$ cat src/rtl/alu_pkg.sv
// alu_pkg: opcodes, flag bit positions and FSM state type shared by the
// sequential ALU and its bench.
package alu_pkg;

   // Opcodes
   localparam logic [3:0] OP_PASSB = 4'b0000;
   localparam logic [3:0] OP_ADD   = 4'b0001;
   localparam logic [3:0] OP_MUL   = 4'b0011;
   localparam logic [3:0] OP_DIV   = 4'b0100;
   localparam logic [3:0] OP_AND   = 4'b0101;
   localparam logic [3:0] OP_OR    = 4'b0110;
   localparam logic [3:0] OP_NOT   = 4'b0111;
   localparam logic [3:0] OP_LSR   = 4'b1000;
   localparam logic [3:0] OP_LSL   = 4'b1001;
   localparam logic [3:0] OP_ASR   = 4'b1010;
   localparam logic [3:0] OP_SUB   = 4'b1011;

   // Bit positions inside the 4-bit flags bus
   localparam int FLAG_C = 3;
   localparam int FLAG_Z = 2;
   localparam int FLAG_N = 1;
   localparam int FLAG_V = 0;

   typedef enum logic [1:0] {
      IDLE = 2'd0,
      BUSY = 2'd1,
      DONE = 2'd2
   } state_t;

   // Multiply and divide go through the iterative core; everything else
   // finishes on the accept edge.
   function automatic logic is_iterative(input logic [3:0] op);
      return (op == OP_MUL) || (op == OP_DIV);
   endfunction

   function automatic logic [3:0] pack_flags(input logic c, input logic z,
                                             input logic n, input logic v);
      logic [3:0] f;
      f         = 4'b0000;
      f[FLAG_C] = c;
      f[FLAG_Z] = z;
      f[FLAG_N] = n;
      f[FLAG_V] = v;
      return f;
   endfunction

endpackage

$ cat src/rtl/seq_muldiv.sv
// seq_muldiv: unsigned iterative multiplier (shift-add) and divider
// (restoring). The first step is taken on the start edge straight from the
// a/b inputs, so WIDTH steps complete WIDTH-1 edges after start. done is
// high for the single cycle in which hi/lo hold the finished result; the
// result registers then keep their value until the next start.
//   multiply: {hi,lo} = a * b
//   divide  : lo = a / b, hi = a % b (undefined for b == 0; caller overrides)
module seq_muldiv #(
   parameter int WIDTH = 32
) (
   input  logic             clk,
   input  logic             reset,
   input  logic             start,
   input  logic             is_div,
   input  logic [WIDTH-1:0] a,
   input  logic [WIDTH-1:0] b,
   output logic             done,
   output logic [WIDTH-1:0] hi,
   output logic [WIDTH-1:0] lo
);

   localparam int            CW   = $clog2(WIDTH);
   localparam logic [CW-1:0] LAST = CW'(WIDTH - 1);

   logic             running;
   logic [CW-1:0]    count;
   logic [WIDTH-1:0] hi_q, lo_q, mcand_q;
   logic             div_q;

   // step inputs: fresh operands on start, otherwise the working registers
   logic [WIDTH-1:0] cur_hi, cur_lo, cur_m;
   logic             cur_div;

   logic [WIDTH:0]   mul_sum;
   logic [WIDTH:0]   div_shl, div_trial;
   logic [WIDTH-1:0] nx_hi, nx_lo;

   assign done = running && (count == LAST);
   assign hi   = hi_q;
   assign lo   = lo_q;

   // One multiply or divide step on the current working values
   always_comb begin
      cur_hi    = start ? '0     : hi_q;
      cur_lo    = start ? a      : lo_q;
      cur_m     = start ? b      : mcand_q;
      cur_div   = start ? is_div : div_q;
      mul_sum   = {1'b0, cur_hi} + (cur_lo[0] ? {1'b0, cur_m} : '0);
      div_shl   = {cur_hi, cur_lo[WIDTH-1]};
      div_trial = div_shl - {1'b0, cur_m};
      nx_hi     = '0;
      nx_lo     = '0;
      if (cur_div) begin
         // bit WIDTH of the trial difference is the borrow: restore on borrow
         if (!div_trial[WIDTH]) begin
            nx_hi = div_trial[WIDTH-1:0];
            nx_lo = {cur_lo[WIDTH-2:0], 1'b1};
         end else begin
            nx_hi = div_shl[WIDTH-1:0];
            nx_lo = {cur_lo[WIDTH-2:0], 1'b0};
         end
      end else begin
         nx_hi = mul_sum[WIDTH:1];
         nx_lo = {mul_sum[0], cur_lo[WIDTH-1:1]};
      end
   end

   // Working registers and iteration counter
   always_ff @(posedge clk) begin
      if (reset) begin
         running <= 1'b0;
         count   <= '0;
         hi_q    <= '0;
         lo_q    <= '0;
         mcand_q <= '0;
         div_q   <= 1'b0;
      end else if (start) begin
         running <= 1'b1;
         count   <= '0;
         hi_q    <= nx_hi;
         lo_q    <= nx_lo;
         mcand_q <= b;
         div_q   <= is_div;
      end else if (running) begin
         if (done) begin
            running <= 1'b0;
            count   <= '0;
         end else begin
            hi_q  <= nx_hi;
            lo_q  <= nx_lo;
            count <= count + 1'b1;
         end
      end
   end

endmodule

$ cat src/rtl/alu_seq.sv
// alu_seq: handshaked ALU with registered results. Single-cycle ops land in
// the result registers on the accept edge; multiply/divide run through
// seq_muldiv on operand magnitudes and get their signs and special cases
// fixed up on the edge that moves BUSY -> DONE.
//
// Handshake: an operation is taken on any edge where in_valid && in_ready
// (in_ready only in IDLE); a result is retired on any edge where
// out_valid && out_ready (out_valid only in DONE). Y, Y_hi and flags do not
// change while a result waits. Accept and retire never share a cycle.
//
// The FSM state is kept in the signal 'state' (type state_t) for probing.
module alu_seq
   import alu_pkg::*;
#(
   parameter int WIDTH = 32,
   parameter int SHW   = $clog2(WIDTH)
) (
   input  logic             clk,
   input  logic             reset,
   input  logic             in_valid,
   output logic             in_ready,
   input  logic [3:0]       op,
   input  logic             sign,
   input  logic [WIDTH-1:0] A,
   input  logic [WIDTH-1:0] B,
   output logic             out_valid,
   input  logic             out_ready,
   output logic [WIDTH-1:0] Y,
   output logic [WIDTH-1:0] Y_hi,
   output logic [3:0]       flags
);

   localparam logic [WIDTH-1:0] W_VAL   = WIDTH'(WIDTH);
   localparam logic [WIDTH-1:0] MIN_VAL = {1'b1, {(WIDTH-1){1'b0}}};

   state_t state, state_nx;

   logic accept, start_md;

   // single-cycle datapath
   logic [WIDTH:0]   sum;
   logic [WIDTH-1:0] diff;
   logic [SHW-1:0]   sh;
   logic             shift_big;
   logic [WIDTH-1:0] sc_y;
   logic             sc_c, sc_v;
   logic [3:0]       sc_flags;

   // operand magnitudes for the iterative core
   logic             neg_a, neg_b;
   logic [WIDTH-1:0] mag_a, mag_b;

   // context captured on a mul/div accept
   logic             s_is_div, s_sign, s_neg_a, s_neg_b, s_b_zero, s_min_neg1;
   logic [WIDTH-1:0] s_a;

   // iterative core
   logic             md_done;
   logic [WIDTH-1:0] md_hi, md_lo;

   // fix-up of the iterative result
   logic [2*WIDTH-1:0] prod, prod_fx;
   logic [WIDTH-1:0]   fx_y, fx_hi;
   logic               fx_v;
   logic [3:0]         fx_flags;

   assign in_ready  = (state == IDLE);
   assign out_valid = (state == DONE);
   assign accept    = in_valid && in_ready;
   assign start_md  = accept && is_iterative(op);

   assign neg_a = sign && A[WIDTH-1];
   assign neg_b = sign && B[WIDTH-1];
   assign mag_a = neg_a ? -A : A;
   assign mag_b = neg_b ? -B : B;

   seq_muldiv #(.WIDTH(WIDTH)) u_muldiv (
      .clk    (clk),
      .reset  (reset),
      .start  (start_md),
      .is_div (op == OP_DIV),
      .a      (mag_a),
      .b      (mag_b),
      .done   (md_done),
      .hi     (md_hi),
      .lo     (md_lo)
   );

   // State register
   always_ff @(posedge clk) begin
      if (reset) state <= IDLE;
      else       state <= state_nx;
   end

   // Next-state logic
   always_comb begin
      state_nx = state;
      case (state)
         IDLE: if (accept) state_nx = is_iterative(op) ? BUSY : DONE;
         BUSY: if (md_done) state_nx = DONE;
         DONE: if (out_ready) state_nx = IDLE;
         default: state_nx = IDLE;
      endcase
   end

   // Single-cycle result and its C/V; an out-of-range shift amount is
   // judged on the whole of A, not just the low SHW bits
   always_comb begin
      sum       = {1'b0, A} + {1'b0, B};
      diff      = A - B;
      sh        = A[SHW-1:0];
      shift_big = (A >= W_VAL);
      sc_y      = '0;
      sc_c      = 1'b0;
      sc_v      = 1'b0;
      case (op)
         OP_PASSB: sc_y = B;
         OP_ADD: begin
            sc_y = sum[WIDTH-1:0];
            sc_c = sum[WIDTH];
            sc_v = (A[WIDTH-1] == B[WIDTH-1]) && (sum[WIDTH-1] != A[WIDTH-1]);
         end
         OP_SUB: begin
            sc_y = diff;
            sc_c = (A < B);
            sc_v = (A[WIDTH-1] != B[WIDTH-1]) && (diff[WIDTH-1] != A[WIDTH-1]);
         end
         OP_AND: sc_y = A & B;
         OP_OR:  sc_y = A | B;
         OP_NOT: sc_y = ~B;
         OP_LSR: sc_y = shift_big ? '0 : (B >> sh);
         OP_LSL: sc_y = shift_big ? '0 : (B << sh);
         OP_ASR: sc_y = shift_big ? {WIDTH{B[WIDTH-1]}} : WIDTH'($signed(B) >>> sh);
         default: sc_y = '0;
      endcase
      sc_flags = pack_flags(sc_c, (sc_y == '0), sc_y[WIDTH-1], sc_v);
   end

   // Sign fix-up and special cases for the iterative result
   always_comb begin
      prod    = {md_hi, md_lo};
      prod_fx = (s_neg_a ^ s_neg_b) ? -prod : prod;
      fx_y    = '0;
      fx_hi   = '0;
      fx_v    = 1'b0;
      if (!s_is_div) begin
         fx_y  = prod_fx[WIDTH-1:0];
         fx_hi = prod_fx[2*WIDTH-1:WIDTH];
         // overflow when the high half is more than an extension of the low
         fx_v  = s_sign ? (fx_hi != {WIDTH{fx_y[WIDTH-1]}}) : (fx_hi != '0);
      end else if (s_b_zero) begin
         fx_y  = '1;
         fx_hi = s_a;
         fx_v  = 1'b1;
      end else if (s_min_neg1) begin
         fx_y  = MIN_VAL;
         fx_hi = '0;
         fx_v  = 1'b1;
      end else begin
         // quotient sign from both operands, remainder follows the dividend
         fx_y  = (s_neg_a ^ s_neg_b) ? -md_lo : md_lo;
         fx_hi = s_neg_a ? -md_hi : md_hi;
      end
      fx_flags = pack_flags(1'b0, (fx_y == '0), fx_y[WIDTH-1], fx_v);
   end

   // Capture signs and special-case conditions with the mul/div operands
   always_ff @(posedge clk) begin
      if (reset) begin
         s_is_div   <= 1'b0;
         s_sign     <= 1'b0;
         s_neg_a    <= 1'b0;
         s_neg_b    <= 1'b0;
         s_b_zero   <= 1'b0;
         s_min_neg1 <= 1'b0;
         s_a        <= '0;
      end else if (start_md) begin
         s_is_div   <= (op == OP_DIV);
         s_sign     <= sign;
         s_neg_a    <= neg_a;
         s_neg_b    <= neg_b;
         s_b_zero   <= (B == '0);
         s_min_neg1 <= sign && (A == MIN_VAL) && (B == '1);
         s_a        <= A;
      end
   end

   // Result registers: written only on a single-cycle accept or the final
   // mul/div cycle, so they hold while a result waits for out_ready
   always_ff @(posedge clk) begin
      if (reset) begin
         Y     <= '0;
         Y_hi  <= '0;
         flags <= 4'b0000;
      end else if (accept && !is_iterative(op)) begin
         Y     <= sc_y;
         Y_hi  <= '0;
         flags <= sc_flags;
      end else if ((state == BUSY) && md_done) begin
         Y     <= fx_y;
         Y_hi  <= fx_hi;
         flags <= fx_flags;
      end
   end

endmodule

$ cat config.mk
export PLATFORM = sky130hd
export DESIGN_NAME = alu_seq
export DESIGN_NICKNAME = d
export VERILOG_FILES = /design/src/rtl/alu_pkg.sv /design/src/rtl/seq_muldiv.sv /design/src/rtl/alu_seq.sv
export SDC_FILE = /design/constraint.sdc
export NUM_CORES = 2
export LEC_CHECK = 0
export ABC_AREA = 1
export BUFFER_PORTS_ARGS = -buffer_cell sky130_fd_sc_hd__clkbuf_2
export CORE_MARGIN = 5
export CORE_UTILIZATION = 50
export CTS_CLUSTER_DIAMETER = 200
export DETAILED_ROUTE_END_ITERATION = 16
export GPL_TIMING_DRIVEN = 1
export PLACE_DENSITY = 0.77
export REMOVE_ABC_BUFFERS = 1
export SYNTH_ARGS = -nofsm -noshare
export SYNTH_HDL_FRONTEND = slang
export SYNTH_HIERARCHICAL = 1
export SYNTH_SLANG_ARGS = --single-unit
$ cat constraint.sdc
create_clock -name clk -period 11.2 [get_ports clk]
set_input_delay 0.56 -clock clk [delete_from_list [all_inputs] [get_ports clk]]
set_output_delay 0.56 -clock clk [all_outputs]
set_load 0.05 [all_outputs]
# == Yosys cells after proc, flatten, opt, wreduce, memory -nomap -nowiden ==
# Cells that the tools add are included.
# word_totals
wordCells,134
output_inout_bits,70
input_bits,73
register_bits,211
# classes
n_reduce_logical,25
add_sub_neg,10
shift,3
muxes,49
bitwise_logic,4
order_cmp,2
eq_ne,24
# ops
op,n
$mux 32,28
$pmux 32 s9,1
$neg 32->32,4
$logic_not 32->1,3
$eq 32x32->1 const B,2
$mux 64,1
$neg 64->64,1
$add 32x32->33,1
$add 32x33->33,1
$sub 33x32->33,1
$and 32x32->32,1
$ge 32x6->1 const B,1
$lt 32x32->1,1
$ne 32x32->1,1
$not 32->32,1
$or 32x32->32,1
$reduce_bool 32->1,1
$shl 32x5->32,1
$shr 32x5->32,1
$sshr 32x5->32,1
$sub 32x32->32,1
$eq 4x3->1 const B,4
$eq 4x4->1 const B,4
$logic_and 1x1->1,11
25 further kinds,44

# == Depth between registers and ports, before layout ==
# depth
word_depth,10
ltp_mapped,34
depth_no_buf,33

# == Hierarchy ==
# The synthesis kept the hierarchy.
# by_module_without_submodules
mod,cells_per_inst,n_inst,area_each_um2,seq_area_each_um2
alu_seq,3844,1,19866.6,2142.1
seq_muldiv,1667,1,9890.7,2062.0

# == Worst setup path before layout ==
# Ideal clock, no wire load.
# synth_path
kind,flip-flop to flip-flop
start,reg state[0]
end,reg u_muldiv.hi_q[29] (netlist: u_muldiv/hi[29])
period_less_slack_ns,4.759
arrival_time_ns,4.650
path_buffers,4
required_ns,11.091
stages_incl_launch_ff,26
slack_ns,6.441
setup_ns,0.109
path_cell_list,dfxtp_1 -> nor2_1 -> nand2_1 -> nor2_1 -> clkbuf_1 -> clkbuf_1 -> buf_2 -> mux2i_1 -> clkbuf_1 -> nor2_1 -> ha_1 -> fa_1 -> nand3_1 -> nand2_1 -> nand2_1 -> nand2_1 -> nand2_1 -> nand2_1 -> nand2_1 -> nand2_1 -> nand2_1 -> nand3_1 -> nand3_1 -> nand3_1 -> nand2_1 -> inv_1
# synth_between
elab_chain_len,10
elab_cells_between_ends,18
classes_between,2 x add/sub; 1 x eq/ne; 10 x mux; 5 x reduce/logical
# synth_rtl
item,line_no,text
start: declaration,alu_seq.sv:36,"state_t state, state_nx;"
start signal: assignment,alu_seq.sv:92,else state <= state_nx;
$logic_not 2->1 *,alu_seq.sv:67,assign in_ready = (state == IDLE);
via in_ready,alu_seq.sv:21,"output logic in_ready,"
$logic_and 1x1->1 *,alu_seq.sv:69,assign accept = in_valid && in_ready;
$logic_and 1x1->1 *,alu_seq.sv:70,assign start_md = accept && is_iterative(op);
via start_md,alu_seq.sv:38,"logic accept, start_md;"
"$mux 32, on equally long branches",--,
$mux 32 / $sub 33x32->33 (equally long branches),"seq_muldiv.sv:48, seq_muldiv.sv:50",
$add 32x33->33 / $mux 32 (equally long branches),"seq_muldiv.sv:48, seq_muldiv.sv:55",
$mux 32,seq_muldiv.sv:53,if (cur_div) begin
$mux 32,seq_muldiv.sv:85,if (done) begin
$mux 32,seq_muldiv.sv:84,end else if (running) begin
$mux 32,seq_muldiv.sv:77,end else if (start) begin
end signal: assignment,seq_muldiv.sv:80,hi_q <= nx_hi;
end signal: assignment,seq_muldiv.sv:89,hi_q <= nx_hi;
end: declaration,seq_muldiv.sv:27,"logic [WIDTH-1:0] hi_q, lo_q, mcand_q;"
# The timed path passes the listed nets; every way through them passes the cells marked *. The select of a mux whose other input is x is not followed.
# A chain may end at the register's enable or synchronous reset.

# == Worst setup path in the final report ==
# layout_path
start,in A[1]
end,reg u_muldiv.hi_q[4] (netlist: u_muldiv/hi[4])
# layout_between
elab_chain_len,9
# layout_rtl
item,line_no,text
start: declaration,alu_seq.sv:24,"input logic [WIDTH-1:0] A,"
$neg 32->32 *,alu_seq.sv:74,assign mag_a = neg_a ? -A : A;
$mux 32 *,alu_seq.sv:74,
via mag_a[31],alu_seq.sv:51,"logic [WIDTH-1:0] mag_a, mag_b;"
$mux 32 *,seq_muldiv.sv:45,cur_lo = start ? a : lo_q;
$sub 33x32->33 *,seq_muldiv.sv:50,"div_trial = div_shl - {1'b0, cur_m};"
$mux 32 *,seq_muldiv.sv:55,if (!div_trial[WIDTH]) begin
$mux 32 *,seq_muldiv.sv:53,
$mux 32,seq_muldiv.sv:85,
$mux 32,seq_muldiv.sv:84,
$mux 32 *,seq_muldiv.sv:77,
# Marked as above.

==> flow_summary_export.csv <==
group,metric,value,unit
clocking,cts_root_buf,"clkbuf_16",
synthesis,syn_inst,5511,
timing,tightest_slew,1.086,ns
detailed_routing,finalWirelength,147400,um
synthesis,ys_types,65,
critical_path,max_stage_delay,0.46,ns
timing,skew,0.02768,ns
detailed_routing,wire_per_inst,23.47,um
global_routing,antenna_found_initial,2,
clocking,ctsHoldBuffers,0,
critical_path,crit_path_top_delay_cell,"fa_1",
power,ir_worst_vdd,0.1272,mV
synthesis,ys_ff_latch,210,
clocking,clk_path_buf_depth,3,
detailed_routing,first_iter_violations,5908,
flow_run,max_cap_violations,0,
critical_path,worstPathRequired,11.63,ns
run_status,status,"finished clean",
timing,fin_ws,5.443,ns
power,powerDensity,105.3,nW/um^2
timing,hold_ws,0.4010,ns
power,power.leakage,16.03,nW
timing,post-route-period-util,51.40,%
global_routing,gr-total-overflow,0,
synthesis,synth_edf_count,0,
worst_hold_path,min_to,"state[1]",
detailed_routing,drcViolationCount,0,
synthesis,ys_warn_count,6,
placed_design,post_dp_cell_area,30780,um^2
detailed_routing,via_per_inst,6.160,
clocking,clk_pin_slew,0.06,ns
final_layout,nets,5743,
critical_path,crit_path_start_kind,"input pin",
timing,rsz0062_at_grt,"no",
global_routing,grt_pass1_vias,34910,
power,power.total,3.321,mW
final_layout,area_delta_synth_final,5.954,%
placed_design,io_buffer_count,142,
clocking,cts_setup_buffers,0,
synthesis,async_reset_ff_share,0,%
global_routing,grt_max_degree,82,
critical_path,rrSetupSlack,5.74,ns
critical_path,cp-end-kind,"flop",
worst_hold_path,hold_start,"out_ready",
final_layout,final_cell_mix,"1729 x nand2_1, 690 x nor2_1, 581 x inv_1",
timing,slew_violations,0,
clocking,cts_buffers,23,
critical_path,r2r-end,"u_muldiv/hi[4]",
global_routing,grt_usage,43.53,%
critical_path,critPathBufInv,7,
critical_path,cp.depth,35,
synthesis,syn_area,29760,um^2
worst_hold_path,min_path_cells,4,
critical_path,path_max_fanout,71,
placed_design,gp_congestion,1.127,
critical_path,crit_arrival,6.19,ns
synthesis,synth_area_per_cell,5.400,um^2
placed_design,preCtsSetupSlack,5.170,ns
global_routing,grt_pass1_wl,215900,um
floorplanning,initial_core_util,50.42,%
clocking,cts_resized,0,
synthesis,ys_seq_area_share,14.13,%
clocking,cts_tree,"built",
final_layout,num-fill-cells,6558,
floorplanning,core,59020,um^2
timing,tns,0,ns
final_layout,drive_gt1_share,5.976,%
timing,fmaxAchievable,173.7,MHz
placed_design,dp.final_hpwl,118700,um
clocking,insertion_delay,0.55,ns
clocking,htreeDepth,1,
floorplanning,die_w,254.0,um
worst_hold_path,hp-class,"in2reg",
synthesis,synth_top_flop_cell,"dfxtp_1",
floorplanning,die_y,254.0,um
detailed_routing,firstDrtPassIters,6,
critical_path,critical-path-top-delay-family,"simple AND/OR/NAND/NOR gates",
critical_path,worst-setup-path-type,"in2reg",
timing,hold_viol_final,0,
critical_path,worst-r2r-cell-count,24,
timing,slew_headroom,27.35,%
detailed_routing,vias,38680,
timing,period_needed,5.757,ns
detailed_routing,ant_nets,0,
timing,finalSetupViolations,0,
final_layout,final_common_cell,"nand2_1",
final_layout,finalInstanceArea,31530,um^2
critical_path,r2r-start,"state[0]",
floorplanning,die_area,64490,um^2
floorplanning,rows,89,
clocking,clkSinkCount,210,
floorplanning,pin_count,143,
## power by group
group | total [mW] | internal, mW | switching, mW
registers | 0.823 | 0.775 | 0.0481
logic | 1.72 | 0.461 | 1.26
clock network | 0.775 | 0.434 | 0.340
## cell usage after synthesis, types with 4 or more instances
| cell type | n | area (um^2) |
|---|---|---|
| a211oi_1 | 13 | 97.59 |
| nor4_1 | 11 | 68.82 |
| nand2_1 | 1730 | 6494 |
| fa_1 | 4 | 80.08 |
| nor2_1 | 693 | 2601 |
| o21a_1 | 15 | 112.6 |
| a21oi_2 | 13 | 113.9 |
| o22ai_1 | 19 | 118.9 |
| a21o_1 | 10 | 75.07 |
| ha_1 | 177 | 2215 |
| inv_2 | 22 | 82.58 |
| dfxtp_1 | 210 | 4204 |
| o2111ai_1 | 5 | 43.79 |
| clkbuf_1 | 150 | 563.0 |
| nand2_4 | 8 | 90.09 |
| clkinv_1 | 15 | 56.30 |
| o21bai_1 | 21 | 157.7 |
| o211ai_2 | 10 | 125.1 |
| a221oi_1 | 10 | 87.58 |
| o21ai_1 | 13 | 65.06 |
| o21ai_0 | 354 | 1772 |
| nor2_2 | 7 | 43.79 |
| xnor2_1 | 14 | 122.6 |
| o31ai_1 | 5 | 37.54 |
| nand2_2 | 7 | 43.79 |
| mux2i_1 | 50 | 500.5 |
| a21boi_0 | 5 | 37.54 |
| buf_1 | 18 | 67.56 |
| inv_1 | 585 | 2196 |
| a31oi_1 | 38 | 237.7 |
| xor2_1 | 90 | 788.3 |
| o211ai_1 | 52 | 390.4 |
| buf_2 | 55 | 275.3 |
| a21oi_1 | 407 | 2037 |
| nand3b_1 | 18 | 135.1 |
| buf_4 | 4 | 30.03 |
| a22oi_1 | 14 | 105.1 |
| or2_2 | 19 | 118.9 |
| nor3_2 | 4 | 40.04 |
| nor3_1 | 53 | 265.3 |
| nand3_1 | 472 | 2362 |
| nand4_1 | 51 | 319.1 |
| o221ai_1 | 7 | 61.31 |
## area by class of cell
type	instances	area, um^2	area share (%)
well taps	773	967.2	3.068
diodes	1	2.502	0.007937
flip-flops and latches	210	4204	13.33
repair buffers	185	1036	3.286
clock inverters	14	141.4	0.4484
multi-input cells	4447	22240	70.55
inverters	622	2335	7.405
clock buffers	27	600.6	1.905
## per-stage QoR
step,std cells,utilization [%]
floorplan,5279,-
global placement,6237,52.16
detailed placement,6237,52.16
CTS,6278,53.42
global route,6278,53.42
finish,6279,53.42
## worst max-delay path by stage
stage              from         endpoint  slack [ns]
3_5_place_dp       A[1]  u_muldiv/hi[27]        5.17
4_1_cts            A[1]   u_muldiv/hi[4]        5.69
2_1_floorplan  state[0]  u_muldiv/lo[20]       -1.98
3_3_place_gp       A[1]  u_muldiv/hi[16]        5.36
6_report           A[1]   u_muldiv/hi[4]        5.44
5_1_grt            A[1]  u_muldiv/hi[25]        5.06
## cell families (layout without fill, tap and decap cells)
kind of cell	after synthesis	count (layout)	share of synthesized area, %
xor+xnor	104	104	3.061
simple gates	3086	3086	42.64
other cells	0	1	0
mux	50	50	1.682
flops	210	210	14.13
buf+inv	854	848	11.22
fa+ha+maj	181	181	7.711
compound gates	1026	1026	19.56
## registers in the layout, summed over array words and instances, names as in the netlist
| register | cells |
|---|---|
| s_b_zero | 1 |
| Y | 31 |
| state | 2 |
| s_is_div | 1 |
| u_muldiv/count | 5 |
| s_neg_b | 1 |
| u_muldiv/mcand_q | 32 |
| u_muldiv/running | 1 |
| u_muldiv/lo | 32 |
| flags | 4 |
| u_muldiv/div_q | 1 |
| Y_hi | 32 |
| s_sign | 1 |
| s_neg_a | 1 |
| s_min_neg1 | 1 |
| u_muldiv/hi | 32 |
| s_a | 32 |
## tightest hold or removal path, stage by stage
cell and delay [ns]:
clkbuf_2 0.08, nor3_1 0.04, o21ai_0 0.17, inv_1 0.04
## routing by layer
layer  track usage, %  up-vias  wire length, um
met5                0        -               15
met4            19.36        2             8676
met3            13.65      468            22150
met2            62.69     2785            58160
met1            59.58    17550            58340
li1                 -    17870                -
No activity file was read; power rests on OpenSTA's default activity.
